<file path="config.mk">
export PLATFORM = sky130hd
export DESIGN_NAME = four_bit_divider_sequential
export DESIGN_NICKNAME = d
export VERILOG_FILES = /design/src/rtl/div_pkg.sv /design/src/rtl/div_step.sv /design/src/rtl/four_bit_divider_sequential.sv
export SDC_FILE = /design/constraint.sdc
export NUM_CORES = 1
export LEC_CHECK = 0
export CAP_MARGIN = 20
export CORE_ASPECT_RATIO = 0.9
export CORE_MARGIN = 2
export CORE_UTILIZATION = 45
export DETAILED_ROUTE_END_ITERATION = 10
export GPL_TIMING_DRIVEN = 0
export HOLD_SLACK_MARGIN = 0.08
export MAX_ROUTING_LAYER = met4
export PLACE_DENSITY = 0.79
export SYNTH_ARGS = -nofsm -noshare
export SYNTH_HDL_FRONTEND = slang
export SYNTH_SLANG_ARGS = --single-unit
</file>
<file path="constraint.sdc">
create_clock -name clk -period 3.1 [get_ports clk]
set_input_delay 0.465 -clock clk [delete_from_list [all_inputs] [get_ports clk]]
set_output_delay 0.465 -clock clk [all_outputs]
set_load 0.01 [all_outputs]
</file>
<file path="src/rtl/div_pkg.sv">
// rtl/div_pkg.sv - shared width, state encoding and divide-by-zero constant for the divider
package div_pkg;

  localparam int DIV_W = 4;

  typedef enum logic [1:0] {IDLE, RUN, DONE} div_state_t;

  // Quotient reported when the divisor is zero
  localparam logic [DIV_W-1:0] DIV0_QUOT = 4'hF;

endpackage

</file>
<file path="src/rtl/div_step.sv">
// rtl/div_step.sv - one combinational restoring shift-and-subtract step
module div_step
  import div_pkg::*;
(
  input  logic [DIV_W:0]   r_i,
  input  logic [DIV_W-1:0] q_i,
  input  logic [DIV_W-1:0] d_i,
  output logic [DIV_W:0]   r_o,
  output logic [DIV_W-1:0] q_o
);

  logic [DIV_W:0] r_sh;
  logic [DIV_W:0] sub_b;
  logic [DIV_W:0] diff;
  logic           borrow_n;

  // The partial remainder stays below D before the shift, so its MSB is always 0 here
  logic unused_r_msb;
  assign unused_r_msb = r_i[DIV_W];

  // Shift in the next dividend bit, ripple-subtract D (add ~D + 1), restore on borrow
  always_comb begin
    r_sh     = {r_i[DIV_W-1:0], q_i[DIV_W-1]};
    sub_b    = ~{1'b0, d_i};
    diff     = '0;
    borrow_n = 1'b1;
    for (int i = 0; i <= DIV_W; i++) begin
      diff[i]  = r_sh[i] ^ sub_b[i] ^ borrow_n;
      borrow_n = (r_sh[i] & sub_b[i]) | (borrow_n & (r_sh[i] ^ sub_b[i]));
    end
    if (borrow_n) begin
      r_o = diff;
      q_o = {q_i[DIV_W-2:0], 1'b1};
    end else begin
      r_o = r_sh;
      q_o = {q_i[DIV_W-2:0], 1'b0};
    end
  end

endmodule

</file>
<file path="src/rtl/four_bit_divider_sequential.sv">
// rtl/four_bit_divider_sequential.sv - 4-bit sequential restoring divider; START_SYNC_EN adds a 2-flop button synchronizer
module four_bit_divider_sequential
  import div_pkg::*;
(
  input  logic       clk,
  input  logic       rst,
  input  logic [7:0] SW,
  input  logic       BTNC,
  output logic [9:0] LED
);

  div_state_t       state_q, state_d;
  logic [DIV_W-1:0] q_q, q_d;
  logic [DIV_W-1:0] d_q, d_d;
  logic [DIV_W:0]   r_q, r_d;
  logic [1:0]       cnt_q, cnt_d;
  logic [9:0]       led_q, led_d;
  logic             btn_q;
  logic             arm_q;
  logic             btn_in;
  logic             start;
  logic [DIV_W:0]   step_r;
  logic [DIV_W-1:0] step_q;

`ifdef START_SYNC_EN
  logic sync1_q, sync2_q;

  // Two-flop synchronizer for the asynchronous push-button
  always_ff @(posedge clk or posedge rst) begin
    if (rst) begin
      sync1_q <= 1'b0;
      sync2_q <= 1'b0;
    end else begin
      sync1_q <= BTNC;
      sync2_q <= sync1_q;
    end
  end

  assign btn_in = sync2_q;
`else
  assign btn_in = BTNC;
`endif

  // Edge-detect register; arm_q stays low until the raw button is seen released after reset
  always_ff @(posedge clk or posedge rst) begin
    if (rst) begin
      btn_q <= 1'b0;
      arm_q <= 1'b0;
    end else begin
      btn_q <= btn_in;
      arm_q <= arm_q | ~BTNC;
    end
  end

  assign start = btn_in & ~btn_q & arm_q;

  div_step u_step (
    .r_i (r_q),
    .q_i (q_q),
    .d_i (d_q),
    .r_o (step_r),
    .q_o (step_q)
  );

  // Datapath and FSM state registers
  always_ff @(posedge clk or posedge rst) begin
    if (rst) begin
      state_q <= IDLE;
      q_q     <= '0;
      d_q     <= '0;
      r_q     <= '0;
      cnt_q   <= '0;
      led_q   <= '0;
    end else begin
      state_q <= state_d;
      q_q     <= q_d;
      d_q     <= d_d;
      r_q     <= r_d;
      cnt_q   <= cnt_d;
      led_q   <= led_d;
    end
  end

  // Next-state: load on start, iterate one step per cycle, publish result on the 4th step
  always_comb begin
    state_d = state_q;
    q_d     = q_q;
    d_d     = d_q;
    r_d     = r_q;
    cnt_d   = cnt_q;
    led_d   = led_q;
    case (state_q)
      IDLE, DONE: begin
        if (start) begin
          q_d   = SW[7:4];
          d_d   = SW[3:0];
          r_d   = '0;
          cnt_d = '0;
          if (SW[3:0] == '0) begin
            state_d = DONE;
            led_d   = {1'b1, 1'b0, SW[7:4], DIV0_QUOT};
          end else begin
            state_d  = RUN;
            led_d[8] = 1'b1;
            led_d[9] = 1'b0;
          end
        end
      end
      RUN: begin
        q_d   = step_q;
        r_d   = step_r;
        cnt_d = cnt_q + 2'd1;
        if (cnt_q == 2'd3) begin
          state_d    = DONE;
          led_d[8]   = 1'b0;
          led_d[7:0] = {step_r[DIV_W-1:0], step_q};
        end
      end
      default: state_d = IDLE;
    endcase
  end

  assign LED = led_q;

endmodule

</file>
==> results.tsv, run 1 <==
stage	metric	value	unit
sta	Setup WS post-layout	0.427	ns
grt	first-pass GRT wire length	4.68	mm
sta	RSZ-0062 raised after global routing	false	
logic_synthesis	syn_area_per_cell	10.1	um2
sta	Finish-stage setup viols	0	
sta	setup_tns	0	ns
grt	gr ovfl total	0	
clock_network	Worst-path clk slew	0.14	ns
detailed_routing	First DRT Iteration DRCs	71	
clock_network	CTS sink cnt	28	
logic_synthesis	Area contributors post-synth	dfrtp_1 (52%), nand2_1 (6.2%), fa_1 (4.5%)	
detailed_routing	vias per cell	5.56	
logic_synthesis	ys async rst share	100	%
worst_setup_path	Critical Path Slowest Stage Cell	fa_1	
floorplanning	Initial Utilization	47.9	%
run	MaxCap Viol Count	0	
floorplanning	die area	3420	um2
worst_setup_path	CP Class	register to register	
worst_setup_path	CP bufs+invs	2	
worst_setup_path	worst path cell trace	inv_1 -> ha_1 -> fa_1 -> inv_1 -> fa_1 -> fa_1 -> or2_2 -> o21ai_0 -> a221oi_1	
logic_synthesis	flops & latches, synth	28	
worst_setup_path	CP dominant cell by count	fa_1	
grt	largest net degree at the start of global routing	29	
sta	Least-Margin Pin Slew	0.784	ns
floorplanning	Die W	61.5	um
worst_setup_path	startpoint type of the worst setup path	register	
sta	Highest Clock Rate	0.374	GHz
sta	final period utilization	86.2	%
pwr	PD cells	998	nW/um2
logic_synthesis	Yosys cell types	33	
place	Placer Congestion	0.823	
final_layout	layout cells sized above 1	8.28	%
floorplanning	# rows	18	
sta	final hold vios	0	
sta	Slew Viols, Final	0	
detailed_routing	final WL	2.82	mm
final_layout	Final #Nets	174	
logic_synthesis	Post-synth EDFFs	0	
place	HPWL Detailed	2.15	mm
clock_network	Post-CTS Setup Bufs	0	
sta	Worst slew margin	47.2	%
sta	post-route minimum period	2.67	ns
sta	clock skew	0.00558	ns
worst_setup_path	crit path launch	q_q[3]	
logic_synthesis	Main synth FF type	dfrtp_1	
worst_setup_path	Arr. time, crit path	2.87	ns
grt	initial antenna violation count	0	
floorplanning	die height	55.7	um
place	worst slack at placement	0.482	ns
run_status	status	finished, final reports clean	
worst_setup_path	critical path depth	9	
detailed_routing	DR WL/cell	14.3	um
grt	vias in the first global route	1034	
pwr	Leakage	0.707	nW
final_layout	Area growth, synth to finish	23.5	%
clock_network	CTS max path bufs	2	
logic_synthesis	Synth Net Count	148	
logic_synthesis	netlist area before placement	1340	um2
logic_synthesis	sequential area share after synthesis	52.4	%
clock_network	CTS tree	yes	
final_layout	most frequent cells in the layout	dfrtp_1 (28), nand2_1 (22), clkdlybuf4s50_1 (20)	
worst_setup_path	reg-to-reg slack, setup	0.43	ns
pwr	Final Total Pwr	0.00165	W
worst_setup_path	critical path's largest stage delay	0.49	ns
floorplanning	Ports	21	
worst_setup_path	CP Data Required Time	3.29	ns
worst_setup_path	Worst Path Max Fanout	7	
logic_synthesis	Yosys top cell area share	52.4	%
detailed_routing	routed vias	1095	
clock_network	clk_lat worst skew	0.32	ns
worst_setup_path	delay-heaviest family, CP	adder cells	
grt	gr usage total	18.4	%
floorplanning	core area	2790	um2
worst_setup_path	worst r2r src	q_q[3]	
worst_setup_path	Worst R2R End	LED[4]	
final_layout	ANT cells	0	
worst_setup_path	R2R depth	9	
detailed_routing	Residual DRC	0	
logic_synthesis	leading area contributor after synthesis	dfrtp_1	
clock_network	post-CTS resize count	0	
logic_synthesis	Mapped Cells	132	
detailed_routing	Final ANT Viol Nets	0	
detailed_routing	Pre-antenna DRT Iters	4	
worst_setup_path	Worst setup EP type	register	
clock_network	H-tree depth	1	
clock_network	cts hold-fix bufs	0	
clock_network	CTS Buf Count	3	
pwr	worst-case vdd ir drop	0.531	mV
logic_synthesis	warnings from Yosys	0	
clock_network	CTS root buffer	clkbuf_4	
final_layout	commonest non-fill, non-tap cell in the layout	dfrtp_1	
place	IO Port Bufs	20	
worst_hold_path	Hold WC Path Type	primary input to asynchronous set/reset pin	
worst_setup_path	crit path capture	LED[4]	
[cell usage after synthesis (2+ instances only)]
cell      number
buf_2          3
o211ai_1       3
o21ai_0       10
ha_1           2
inv_1          8
nand2_1       22
fa_1           3
clkbuf_1       2
a31oi_1        5
nand3_1        5
dfrtp_1       28
o31ai_1        2
nand2b_1       3
o22a_1         3
a21oi_1        3
nor2_1        10
a211oi_1       3
o22ai_1        2
[per-layer routing]
layer	global-route usage [%]	share of wire [%]	up-vias
met4	3.65	0.46	0
li1	-	-	514
met1	25.9	44	536
met2	28.3	48	43
met3	2.79	8.0	2
met5	-	0	-
[power by group]
part	internal (W)	switching [W]	total, W
sequential	0.000526	0.000117	0.000643
combinational	0.000384	0.000449	0.000833
clock	0.0000717	0.000100	0.000172
[layout make-up]
type / instances / area, um2
multi-input cells: 91 / 584
fillers: 250 / 1140
repair buffers: 21 / 228
well taps: 40 / 50.0
flip-flops and latches: 28 / 701
clock buffers: 4 / 36.3
plain buffers: 5 / 22.5
inverters: 8 / 30.0
[worst min path at each step]
stage / start / end / slack (ns) / cells past startpoint
detailed placement: d_q[0] / d_q[0] / 0.48 / 2
global route: rst / LED[4] / 0.45 / 2
floorplan: d_q[0] / d_q[0] / 0.45 / 2
finish: rst / LED[7] / 0.42 / 2
CTS: d_q[0] / d_q[0] / 0.52 / 2
global placement: LED[3] / LED[3] / 0.47 / 1
[flip-flops by register name, summed over array words and instances (netlist names)]
| register | cells |
|---|---|
| cnt_q | 2 |
| arm_q | 1 |
| btn_q | 1 |
| state_q | 2 |
| d_q | 4 |
| LED | 10 |
| q_q | 4 |
| r_q | 4 |
[metrics by stage]
stage               area, um2  hold slack (ns)  cells  util, %
floorplan                1340            0.450    132        -
global placement         1590            0.472    192     56.9
detailed placement       1590            0.483    192     56.9
CTS                      1620            0.517    196     58.2
global route             1650            0.445    197     59.1
finish                   1650            0.418    197     59.1
[cells by family (layout without fill, tap and decap cells)]
logic type | Yosys count | count (layout) | share of synthesized area [%]
flip-flops | 28 | 28 | 52.4
AND/OR/NAND/NOR | 50 | 50 | 18.4
adder cells (fa/ha/maj) | 5 | 5 | 6.36
AO/OA/AOI/OAI | 35 | 35 | 18.1
multiplexers | 1 | 1 | 0.748
buffers and inverters | 13 | 38 | 3.93
Power figures use the tool's default switching activity.
==> run 2: changes to the inputs <==
--- a/config.mk
+++ b/config.mk
@@ -5,6 +5,7 @@
 export SDC_FILE = /design/constraint.sdc
 export NUM_CORES = 1
 export LEC_CHECK = 0
+export ABC_AREA = 1
 export CAP_MARGIN = 20
 export CORE_ASPECT_RATIO = 0.9
 export CORE_MARGIN = 2
==> results.tsv, run 2 <==
stage	metric	value	unit	change
run_status	status	finished, final reports clean		
grt	gr ovfl total	0		unchanged
logic_synthesis	flops & latches, synth	28		unchanged
logic_synthesis	most frequent cells after synthesis	nand2_1 (56), dfrtp_1 (28), inv_1 (20), nand3_1 (15)		
pwr	PD cells	1030	nW/um2	+3.2%
clock_network	CTS max path bufs	2		unchanged
logic_synthesis	Area contributors post-synth	dfrtp_1 (52%), nand2_1 (16%), inv_1 (5.6%)		
logic_synthesis	leading area contributor after synthesis	dfrtp_1		
worst_setup_path	reg-to-reg slack, setup	0.54	ns	+0.11 ns
logic_synthesis	Post-synth EDFFs	0		unchanged
clock_network	CTS Buf Count	3		unchanged
floorplanning	Ports	21		unchanged
sta	final period utilization	82.6	%	-3.6 points
logic_synthesis	Main synth FF type	dfrtp_1		
detailed_routing	routed vias	1120		+2.3%
sta	Finish-stage setup viols	0		unchanged
grt	vias in the first global route	1059		+2.4%
final_layout	ANT cells	0		unchanged
sta	Worst slew margin	64.9	%	+18 points
sta	clock skew	0.00258	ns	-0.00300 ns
floorplanning	Initial Utilization	48.4	%	+0.54 points
floorplanning	Die W	61.8	um	+0.53%
pwr	Leakage	0.850	nW	+20%
pwr	worst-case vdd ir drop	0.499	mV	-6.0%
clock_network	post-CTS resize count	0		unchanged
worst_setup_path	Worst R2R End	LED[4]		
final_layout	most frequent cells in the layout	nand2_1 (56), dfrtp_1 (28), inv_1 (20), clkdlybuf4s50_1 (20), nand3_1 (15)		
floorplanning	die area	3460	um2	+1.1%
clock_network	Worst-path clk slew	0.14	ns	about the same
clock_network	CTS root buffer	clkbuf_4		
clock_network	clk_lat worst skew	0.33	ns	about the same
final_layout	Final #Nets	202		+16%
worst_setup_path	startpoint type of the worst setup path	register		
worst_setup_path	Arr. time, crit path	2.80	ns	-0.07 ns
logic_synthesis	ys async rst share	100	%	unchanged
logic_synthesis	warnings from Yosys	0		unchanged
final_layout	commonest non-fill, non-tap cell in the layout	nand2_1		
detailed_routing	Final ANT Viol Nets	0		unchanged
final_layout	fin area	1650	um2	+0.15%
clock_network	H-tree depth	1		unchanged
grt	gr usage total	17.3	%	-1.1 points
final_layout	layout cells sized above 1	8.11	%	-0.17 points
final_layout	Finished Core Util	59.2	%	+0.090 points
sta	Least-Margin Pin Slew	0.525	ns	-0.259 ns
detailed_routing	DR WL/cell	11.6	um	-19%
detailed_routing	First DRT Iteration DRCs	40		-44%
final_layout	Area growth, synth to finish	22.3	%	
logic_synthesis	Synth Net Count	176		+19%
worst_setup_path	Worst setup EP type	register		
grt	largest net degree at the start of global routing	29		unchanged
logic_synthesis	Yosys top cell area share	51.8	%	-0.58 points
logic_synthesis	count leader, synth	nand2_1		
detailed_routing	vias per cell	4.98		-10%
place	HPWL Detailed	2.06	mm	-4.2%
detailed_routing	Pre-antenna DRT Iters	4		unchanged
worst_setup_path	Worst Path Max Fanout	5		-2
logic_synthesis	syn_area_per_cell	8.45	um2	-17%
worst_hold_path	Hold WC Path Type	primary input to asynchronous set/reset pin		
sta	setup_tns	0	ns	unchanged
worst_setup_path	CP Class	register to register		
logic_synthesis	netlist area before placement	1350	um2	+1.1%
logic_synthesis	Yosys cell types	17		-48%
grt	initial antenna violation count	0		unchanged
logic_synthesis	Mapped Cells	160		+21%
final_layout	max FFs per register	10		unchanged
place	Post-DP Area	1600	um2	+0.95%
clock_network	Post-CTS Setup Bufs	0		unchanged
sta	Slew Viols, Final	0		unchanged
place	IO Port Bufs	20		unchanged
worst_setup_path	CP Data Required Time	3.34	ns	+0.05 ns
clock_network	cts hold-fix bufs	0		unchanged
sta	final hold vios	0		unchanged
clock_network	CTS tree	yes		
detailed_routing	Residual DRC	0		unchanged
run	MaxCap Viol Count	0		unchanged
detailed_routing	final WL	2.62	mm	-7.0%
sta	post-route minimum period	2.56	ns	-0.112 ns
worst_setup_path	R2R depth	12		+3
logic_synthesis	sequential area share after synthesis	51.8	%	-0.58 points
floorplanning	core area	2790	um2	unchanged
floorplanning	die height	56.0	um	+0.52%
place	Placer Congestion	0.858		+4.2%
grt	first-pass GRT wire length	4.46	mm	-4.6%
worst_setup_path	worst r2r src	q_q[3]		
clock_network	CTS sink cnt	28		unchanged
sta	RSZ-0062 raised after global routing	false		
sta	Highest Clock Rate	0.391	GHz	+4.4%
floorplanning	# rows	18		unchanged
==> run 2: changes by cell type in the layout (fill, tap and decap cells not counted), moves of 3 or more <==
| cell | delta |
|---|---|
| buf_2 | -3 |
| o211ai_1 | -3 |
| a21oi_1 | +4 |
| inv_1 | +12 |
| a211oi_1 | -3 |
| nand2b_1 | -3 |
| nand2_1 | +34 |
| o22a_1 | -3 |
| nand3_1 | +10 |
| nand2_2 | +3 |
| a31oi_1 | -5 |
==> run 2: how the worst max path moves through the flow <==
stage	startpoint	endpoint	slack, ns	depth (start not counted)
4_1_cts	q_q[3]	LED[4]	0.57	12
6_report	q_q[3]	LED[4]	0.54	12
3_5_place_dp	q_q[3]	LED[4]	0.60	12
5_1_grt	q_q[3]	LED[4]	0.37	12
3_3_place_gp	q_q[3]	LED[4]	0.64	12
2_1_floorplan	q_q[3]	LED[6]	0.88	12
==> run 2: area by class of cell <==
cell class	instances	area, um2
Sequential cell	28	701
Inverter	21	78.8
Tap cell	40	50.0
Buffer	2	18.8
Multi-Input combinational cell	109	554
Fill cell	282	1140
Timing Repair Buffer	21	215
Clock buffer	4	36.3
==> run 2: power by group <==
group / total, W / internal [W] / switching [W]
sequential: 0.000618 / 0.000528 / 0.0000899
combinational: 0.000910 / 0.000373 / 0.000537
clock: 0.000176 / 0.0000720 / 0.000104
==> run 2: kinds of logic (layout without fill, tap and decap cells) <==
group	Yosys count	after routing	synth area share (%)
and+or+nand+nor	88	88	28.8
DFF	28	28	51.8
buffers and inverters	23	48	7.22
AOI/OAI and AO/OA	16	16	5.92
adders and majority gates	5	5	6.29
==> run 2: worst max-delay path, stage by stage (launching register included) <==
cell	delay [ns]
dfrtp_1	0.40
inv_1	0.08
ha_1	0.16
fa_1	0.17
inv_1	0.05
fa_1	0.39
fa_1	0.41
nor2_1	0.30
nor2_1	0.17
nand2_1	0.11
nand3_1	0.10
nand2_1	0.09
nand2_1	0.05
==> run 2: layer usage <==
metal | global-route usage, % | part of all wire (%) | vias up
li1 | - | - | 549
met1 | 23.7 | 45 | 531
met2 | 26.3 | 48 | 35
met3 | 4.19 | 6.2 | 5
met4 | 2.74 | 0.76 | 0
met5 | - | 0 | -
==> run 2: per-stage QoR <==
step	worst slack, ns	cells	total power, W	hold slack (ns)
3_3_place_gp	0.635	220	0.00149	0.454
3_5_place_dp	0.599	220	0.00154	0.457
5_1_grt	0.366	225	0.00187	0.497
2_1_floorplan	0.877	160	0.00124	0.446
4_1_cts	0.573	224	0.00172	0.492
6_report	0.540	225	0.00170	0.454
